$ cat src/rtl/life_gen_scheduler_if.sv
// Request/done handshake between the generation scheduler and the RegArray update engine.
// gen_req is held high from the start of a generation until the engine answers with a one-cycle gen_done.
interface life_gen_scheduler_if;
  logic gen_req;
  logic gen_done;

  modport master (output gen_req, input gen_done);
  modport slave  (input gen_req, output gen_done);
endinterface

$ cat src/rtl/life_gen_scheduler.sv
// Game-of-Life generation scheduler: run/pause/step control, rate timer, engine handshake, generation counter.
// Optional VBLANK_SYNC_EN: holds each generation start until vertical blanking.
module life_gen_scheduler #(
  parameter int BASE_PERIOD = 262144,
  parameter int PER_W       = 24,
  parameter int GEN_CNT_W   = 16
) (
  input  logic                 clk,
  input  logic                 reset,
  input  logic                 btn_run,
  input  logic                 btn_pause,
  input  logic                 btn_step,
  input  logic                 clr,
  input  logic [1:0]           speed_sel,
  input  logic                 vblank,
  life_gen_scheduler_if.master eng,
  output logic                 running,
  output logic                 busy,
  output logic [GEN_CNT_W-1:0] gen_count,
  output logic [1:0]           dbg_state
);

  typedef enum logic [1:0] {
    IDLE  = 2'd0,
    ARMED = 2'd1,
    SYNC  = 2'd2,
    GEN   = 2'd3
  } state_t;

  state_t           state;
  logic [PER_W-1:0] counter;
  logic [PER_W-1:0] load_val;
  logic             gen_req_q;
  logic             pause_pend;
  logic             clr_pend;

  // Bit order for the synchronizer vectors: {clr, step, pause, run}
  logic [3:0] btn_in;
  logic [3:0] sync1;
  logic [3:0] sync2;
  logic [3:0] prev;
  logic [3:0] edges;
  logic       run_e;
  logic       pause_e;
  logic       step_e;
  logic       clr_e;

  assign btn_in  = {clr, btn_step, btn_pause, btn_run};
  assign edges   = sync2 & ~prev;
  assign run_e   = edges[0];
  assign pause_e = edges[1];
  assign step_e  = edges[2];
  assign clr_e   = edges[3];

  assign load_val  = (PER_W'(BASE_PERIOD) << speed_sel) - PER_W'(1);
  assign eng.gen_req = gen_req_q;
  assign dbg_state   = state;

`ifndef VBLANK_SYNC_EN
  logic unused_vblank;
  assign unused_vblank = vblank;
`endif

  always_ff @(posedge clk or posedge reset) begin
    if (reset) begin
      sync1 <= '0;
      sync2 <= '0;
      prev  <= '0;
    end else begin
      sync1 <= btn_in;
      sync2 <= sync1;
      prev  <= sync2;
    end
  end

  always_ff @(posedge clk or posedge reset) begin
    if (reset) begin
      state      <= IDLE;
      counter    <= '0;
      gen_req_q  <= 1'b0;
      busy       <= 1'b0;
      running    <= 1'b0;
      gen_count  <= '0;
      pause_pend <= 1'b0;
      clr_pend   <= 1'b0;
    end else begin
      case (state)
        IDLE: begin
          if (clr_e) begin
            gen_count <= '0;
          end else if (!pause_e) begin
            if (run_e) begin
              running <= 1'b1;
              counter <= load_val;
              state   <= ARMED;
            end else if (step_e) begin
`ifdef VBLANK_SYNC_EN
              state     <= SYNC;
`else
              state     <= GEN;
              gen_req_q <= 1'b1;
              busy      <= 1'b1;
`endif
            end
          end
        end

        ARMED: begin
          if (clr_e || pause_e) begin
            running <= 1'b0;
            state   <= IDLE;
            if (clr_e) gen_count <= '0;
          end else if (counter == '0) begin
`ifdef VBLANK_SYNC_EN
            state     <= SYNC;
`else
            state     <= GEN;
            gen_req_q <= 1'b1;
            busy      <= 1'b1;
`endif
          end else begin
            counter <= counter - PER_W'(1);
          end
        end

`ifdef VBLANK_SYNC_EN
        SYNC: begin
          if (clr_e || pause_e) begin
            running <= 1'b0;
            state   <= IDLE;
            if (clr_e) gen_count <= '0;
          end else if (vblank) begin
            state     <= GEN;
            gen_req_q <= 1'b1;
            busy      <= 1'b1;
          end
        end
`endif

        GEN: begin
          // A generation in flight always completes; pause/clr are deferred to gen_done.
          if (eng.gen_done) begin
            gen_req_q  <= 1'b0;
            busy       <= 1'b0;
            pause_pend <= 1'b0;
            clr_pend   <= 1'b0;
            if (clr_pend || clr_e) gen_count <= '0;
            else                   gen_count <= gen_count + GEN_CNT_W'(1);
            if (running && !(pause_pend || clr_pend || pause_e || clr_e)) begin
              counter <= load_val;
              state   <= ARMED;
            end else begin
              running <= 1'b0;
              state   <= IDLE;
            end
          end else begin
            if (pause_e) pause_pend <= 1'b1;
            if (clr_e)   clr_pend   <= 1'b1;
          end
        end

        default: state <= IDLE;
      endcase
    end
  end

endmodule
$ cat src/flat_wrapper.sv
// flat-port wrapper written by rule: the top's interface ports become plain ports
module life_gen_scheduler_flat 
#(
  parameter int BASE_PERIOD = 262144,
  parameter int PER_W       = 24,
  parameter int GEN_CNT_W   = 16
)
  (clk, reset, btn_run, btn_pause, btn_step, clr, speed_sel, vblank, running, busy, gen_count, dbg_state, eng_gen_req, eng_gen_done);
  life_gen_scheduler_if eng_i ();
  input  logic clk;
  input  logic reset;
  input  logic btn_run;
  input  logic btn_pause;
  input  logic btn_step;
  input  logic clr;
  input  logic [1:0] speed_sel;
  input  logic vblank;
  output logic running;
  output logic busy;
  output logic [GEN_CNT_W-1:0] gen_count;
  output logic [1:0] dbg_state;
  output wire logic [$bits(eng_i.gen_req)-1:0] eng_gen_req;
  input wire logic [$bits(eng_i.gen_done)-1:0] eng_gen_done;
  assign eng_gen_req = eng_i.gen_req;
  assign eng_i.gen_done = eng_gen_done;
  life_gen_scheduler #(.BASE_PERIOD(BASE_PERIOD), .PER_W(PER_W), .GEN_CNT_W(GEN_CNT_W)) u_core (.clk(clk), .reset(reset), .btn_run(btn_run), .btn_pause(btn_pause), .btn_step(btn_step), .clr(clr), .speed_sel(speed_sel), .vblank(vblank), .eng(eng_i), .running(running), .busy(busy), .gen_count(gen_count), .dbg_state(dbg_state));
endmodule
$ cat config.mk
export PLATFORM = sky130hd
export DESIGN_NAME = life_gen_scheduler_flat
export DESIGN_NICKNAME = d
export VERILOG_FILES = /design/src/rtl/life_gen_scheduler_if.sv /design/src/rtl/life_gen_scheduler.sv /design/src/flat_wrapper.sv
export SDC_FILE = /design/constraint.sdc
export NUM_CORES = 1
export LEC_CHECK = 0
export ABC_AREA = 1
export CAP_MARGIN = 30
export CORE_UTILIZATION = 58
export DETAILED_ROUTE_END_ITERATION = 6
export PLACE_DENSITY = 0.86
export SYNTH_ARGS = -nofsm -noshare
export SYNTH_HDL_FRONTEND = slang
export SYNTH_SLANG_ARGS = --single-unit
export TNS_END_PERCENT = 30
$ cat constraint.sdc
create_clock -name clk -period 2 [get_ports clk]
set_input_delay 0.3 -clock clk [delete_from_list [all_inputs] [get_ports clk]]
set_output_delay 0.3 -clock clk [all_outputs]
set_load 0.01 [all_outputs]
==> results by group <==
Outcome
  • Status: finished, final reports clean

Floorplan
  • Die Area: 6150 um^2
  • Boundary Pins: 31
  • Die W: ~78 um
  • Initial Utilization: 60.8%
  • FP Rows: 27
  • Die height: 78.4 um
  • Core area: roughly 5600 um^2

Global route
  • First-pass GRT wire length: 12600 um
  • Vias in the first global route: slightly below 3k
  • Largest net degree at the start of global routing: 59
  • Initial antenna violation count: 0
  • Total GRT Usage: a little over a quarter
  • Total grt overflow: 0

Pwr
  • Leakage: 0.00180 uW
  • VDD IR max: 0.874 mV
  • Power per cell area: between 1000 and 1500 nW/um^2

Finish
  • Most frequent cells in the layout: nand2_1, nor2_1, dfrtp_1, inv_1, nand3_1
  • Nets: 502
  • Area Growth Syn to Fin: 17.0%
  • Layout cells sized above 1: 13.0%
  • Commonest non-fill, non-tap cell in the layout: nand2_1
  • Diode count: 0
  • FILL cells: 447
  • Post-route cell area: 3960 um^2
  • Final Core Density: 71.1%
  • Non-filler cells, final: roughly 570

Critical path
  • Cell Chain, Critical Path: inv_1 > ha_1 > nand3_1 > nor2_1 > nand2_1 > nor2_4 > nand2_2 > nand2_4 > nand2_1 > o21ai_2
  • Startpoint Class: flip-flop
  • Critical path peak fanout: 24
  • Top cell by count, worst path: nand2_1
  • Critical path's top delay family: simple AND/OR/NAND/NOR gates
  • Crit Path Category: reg -> reg
  • Crit. End Element: flip-flop
  • Number of buffers and inverters on the critical path: 1
  • WP data arrival: 2.05 ns
  • CP Data Required Time: 2.27 ns
  • Delay of the slowest critical-path stage: 0.36 ns
  • Critical path's slowest cell: dfrtp_1

Routing
  • WL/cell: 12.9 um
  • DRC Markers: 0
  • Pre-antenna DRT Iters: 4
  • DRT antenna net count: 0
  • Final wirelength: 7310 um
  • Iter 0 DRT Violations: 144
  • DR vias: 2979
  • Via/cell ratio: 5.27

STA
  • Hold WS: 0.324 ns
  • Final setup TNS: 0 ns
  • Worst slew pin tran: 0.400 ns
  • RSZ-0062 raised after global routing: no
  • Final hold vios: 0
  • Skew final: 0.0126 ns
  • Final Max Slew Viols: 0
  • Final Cycle Share: 89.0%
  • Crit path time final: 1.78 ns
  • Final setup viols: 0
  • Worst rel slew slack: about three quarters
  • Max Freq: 561 MHz

Hold path
  • Hold WC Path Type: in -> async

Placement
  • Number of port buffers: 29
  • GPL Wtd Cong: 0.878
  • Hpwl dp: between 5000 and 6000 um
  • Area after DPL: 3770 um^2
  • Post-Place Cells: 549

Yosys
  • Cells after synthesis: between 400 and 500
  • Syn Nets: 464
  • Synth unique cells: 34
  • Synth Area per Inst: roughly 7.5 um^2
  • Post-synthesis sequential area ratio: 42.9%
  • Syn Std Cell Area: 3390 um^2
  • FF+latch count, synth: 58
  • Synth Warn #: 0

Clock tree
  • Max Buffers Root-to-Sink: 2
  • Post-CTS Resized: 0
  • Clock-pin slew on the worst setup and hold paths: 0.08 ns
  • Hold_buf cts: 0
  • TritonCTS buffer count: 9
  • TritonCTS clock tree: done
  • Clock sinks: 58
  • H-tree levels: 3
  • Setup repair bufs after CTS: 0
  • Clock Latency Late Sink: 0.35 ns
  • CTS Root Buffer Type: clkbuf_8

Flow run
  • Max-capacitance violation count: 0
report_power, final:
part	total [uW]	internal (uW)	switching [uW]
combinational	2350	894	1450
clock	1070	574	499
sequential	1830	1490	343
total	5250	2960	2290
kinds of logic (layout without fill, tap and decap cells):
family	after synthesis	count (layout)	synth area share [%]
AOI/OAI and AO/OA	46	46	9.09
xor gates and xnor gates	14	14	3.62
buffers and inverters	60	103	7.79
adders and majority gates	4	4	1.48
DFF	58	58	42.9
and+or+nand+nor	268	268	35.2
worst reg2reg max path, stage by stage, from the launching register on:
cell and delay (ns):
dfrtp_1 0.36, inv_1 0.14, ha_1 0.20, nand3_1 0.08
nor2_1 0.08, nand2_1 0.09, nor2_4 0.17, nand2_2 0.10
nand2_4 0.26, nand2_1 0.14, o21ai_2 0.08
state kept, by name, indices dropped and copies added, names as in the netlist:
signal	flops
u_core.counter	24
u_core.gen_count	16
u_core.clr_pend	1
u_core.running	1
u_core.sync1	4
u_core.sync2	4
u_core.dbg_state	2
u_core.busy	1
u_core.pause_pend	1
u_core.prev	4
cells in the mapped netlist (all sizes together):
| master | instances | area share [%] |
|---|---|---|
| nand2 | 145 | 17 |
| nor2 | 75 | 10 |
| dfrtp | 58 | 43 |
| inv | 51 | 5.7 |
| nand3 | 34 | 5.5 |
| o21ai | 26 | 5.1 |
| a21oi | 15 | 3.0 |
| xnor2 | 8 | 2.1 |
| nor3 | 7 | 1.0 |
| buf | 6 | 1.8 |
| nand4 | 6 | 1.1 |
| xor2 | 6 | 1.6 |
| ha | 4 | 1.5 |
| a31oi | 2 | 0.37 |
| clkinv | 2 | 0.26 |
| a21boi | 1 | 0.22 |
| clkbuf | 1 | 0.11 |
| nor3b | 1 | 0.22 |
| o21a | 1 | 0.22 |
| o21bai | 1 | 0.22 |
stage by stage:
stage	setup WS, ns	total power [uW]
4_1_cts	0.215	5270
2_1_floorplan	0.272	3660
6_report	0.219	5250
3_3_place_gp	0.139	4060
5_1_grt	0.0925	5670
3_5_place_dp	0.0974	4160
path summary, 6_finish.rpt:
| check | start | end | slack, ns | depth (start not counted) |
|---|---|---|---|---|
| setup / recovery | u_core.counter[0] | u_core.counter[3] | 0.22 | 10 |
| hold / removal | reset | u_core.counter[23] | 0.32 | 3 |
| setup reg to reg | u_core.counter[0] | u_core.counter[3] | 0.22 | 10 |
| hold reg to reg | u_core.sync1[3] | u_core.sync2[3] | 0.35 | 0 |
| max in group asynchronous | reset | u_core.counter[22] | 1.42 | 3 |
| min in group clk | u_core.sync1[3] | u_core.sync2[3] | 0.35 | 0 |
layer usage:
metal	up-vias	wire length (um)	GRT usage [%]	part of all wire [%]
met4	0	175	13.1	2.4
met3	23	376	7.91	5.1
li1	1493	-	-	-
met2	92	3640	44.5	50
met1	1371	3110	31.1	43
met5	-	0	0	0
layout make-up:
cell class | instances | area, um^2 | share of cell area (%)
Timing Repair Buffer | 34 | 353 | 8.91
Clock buffer | 10 | 128 | 3.22
Multi-Input combinational cell | 332 | 1670 | 42.2
Clock inverter | 6 | 67.6 | 1.71
Inverter | 53 | 200 | 5.05
Tap cell | 72 | 90.1 | 2.27
Sequential cell | 58 | 1450 | 36.6
(Power assumes the default switching activity.)
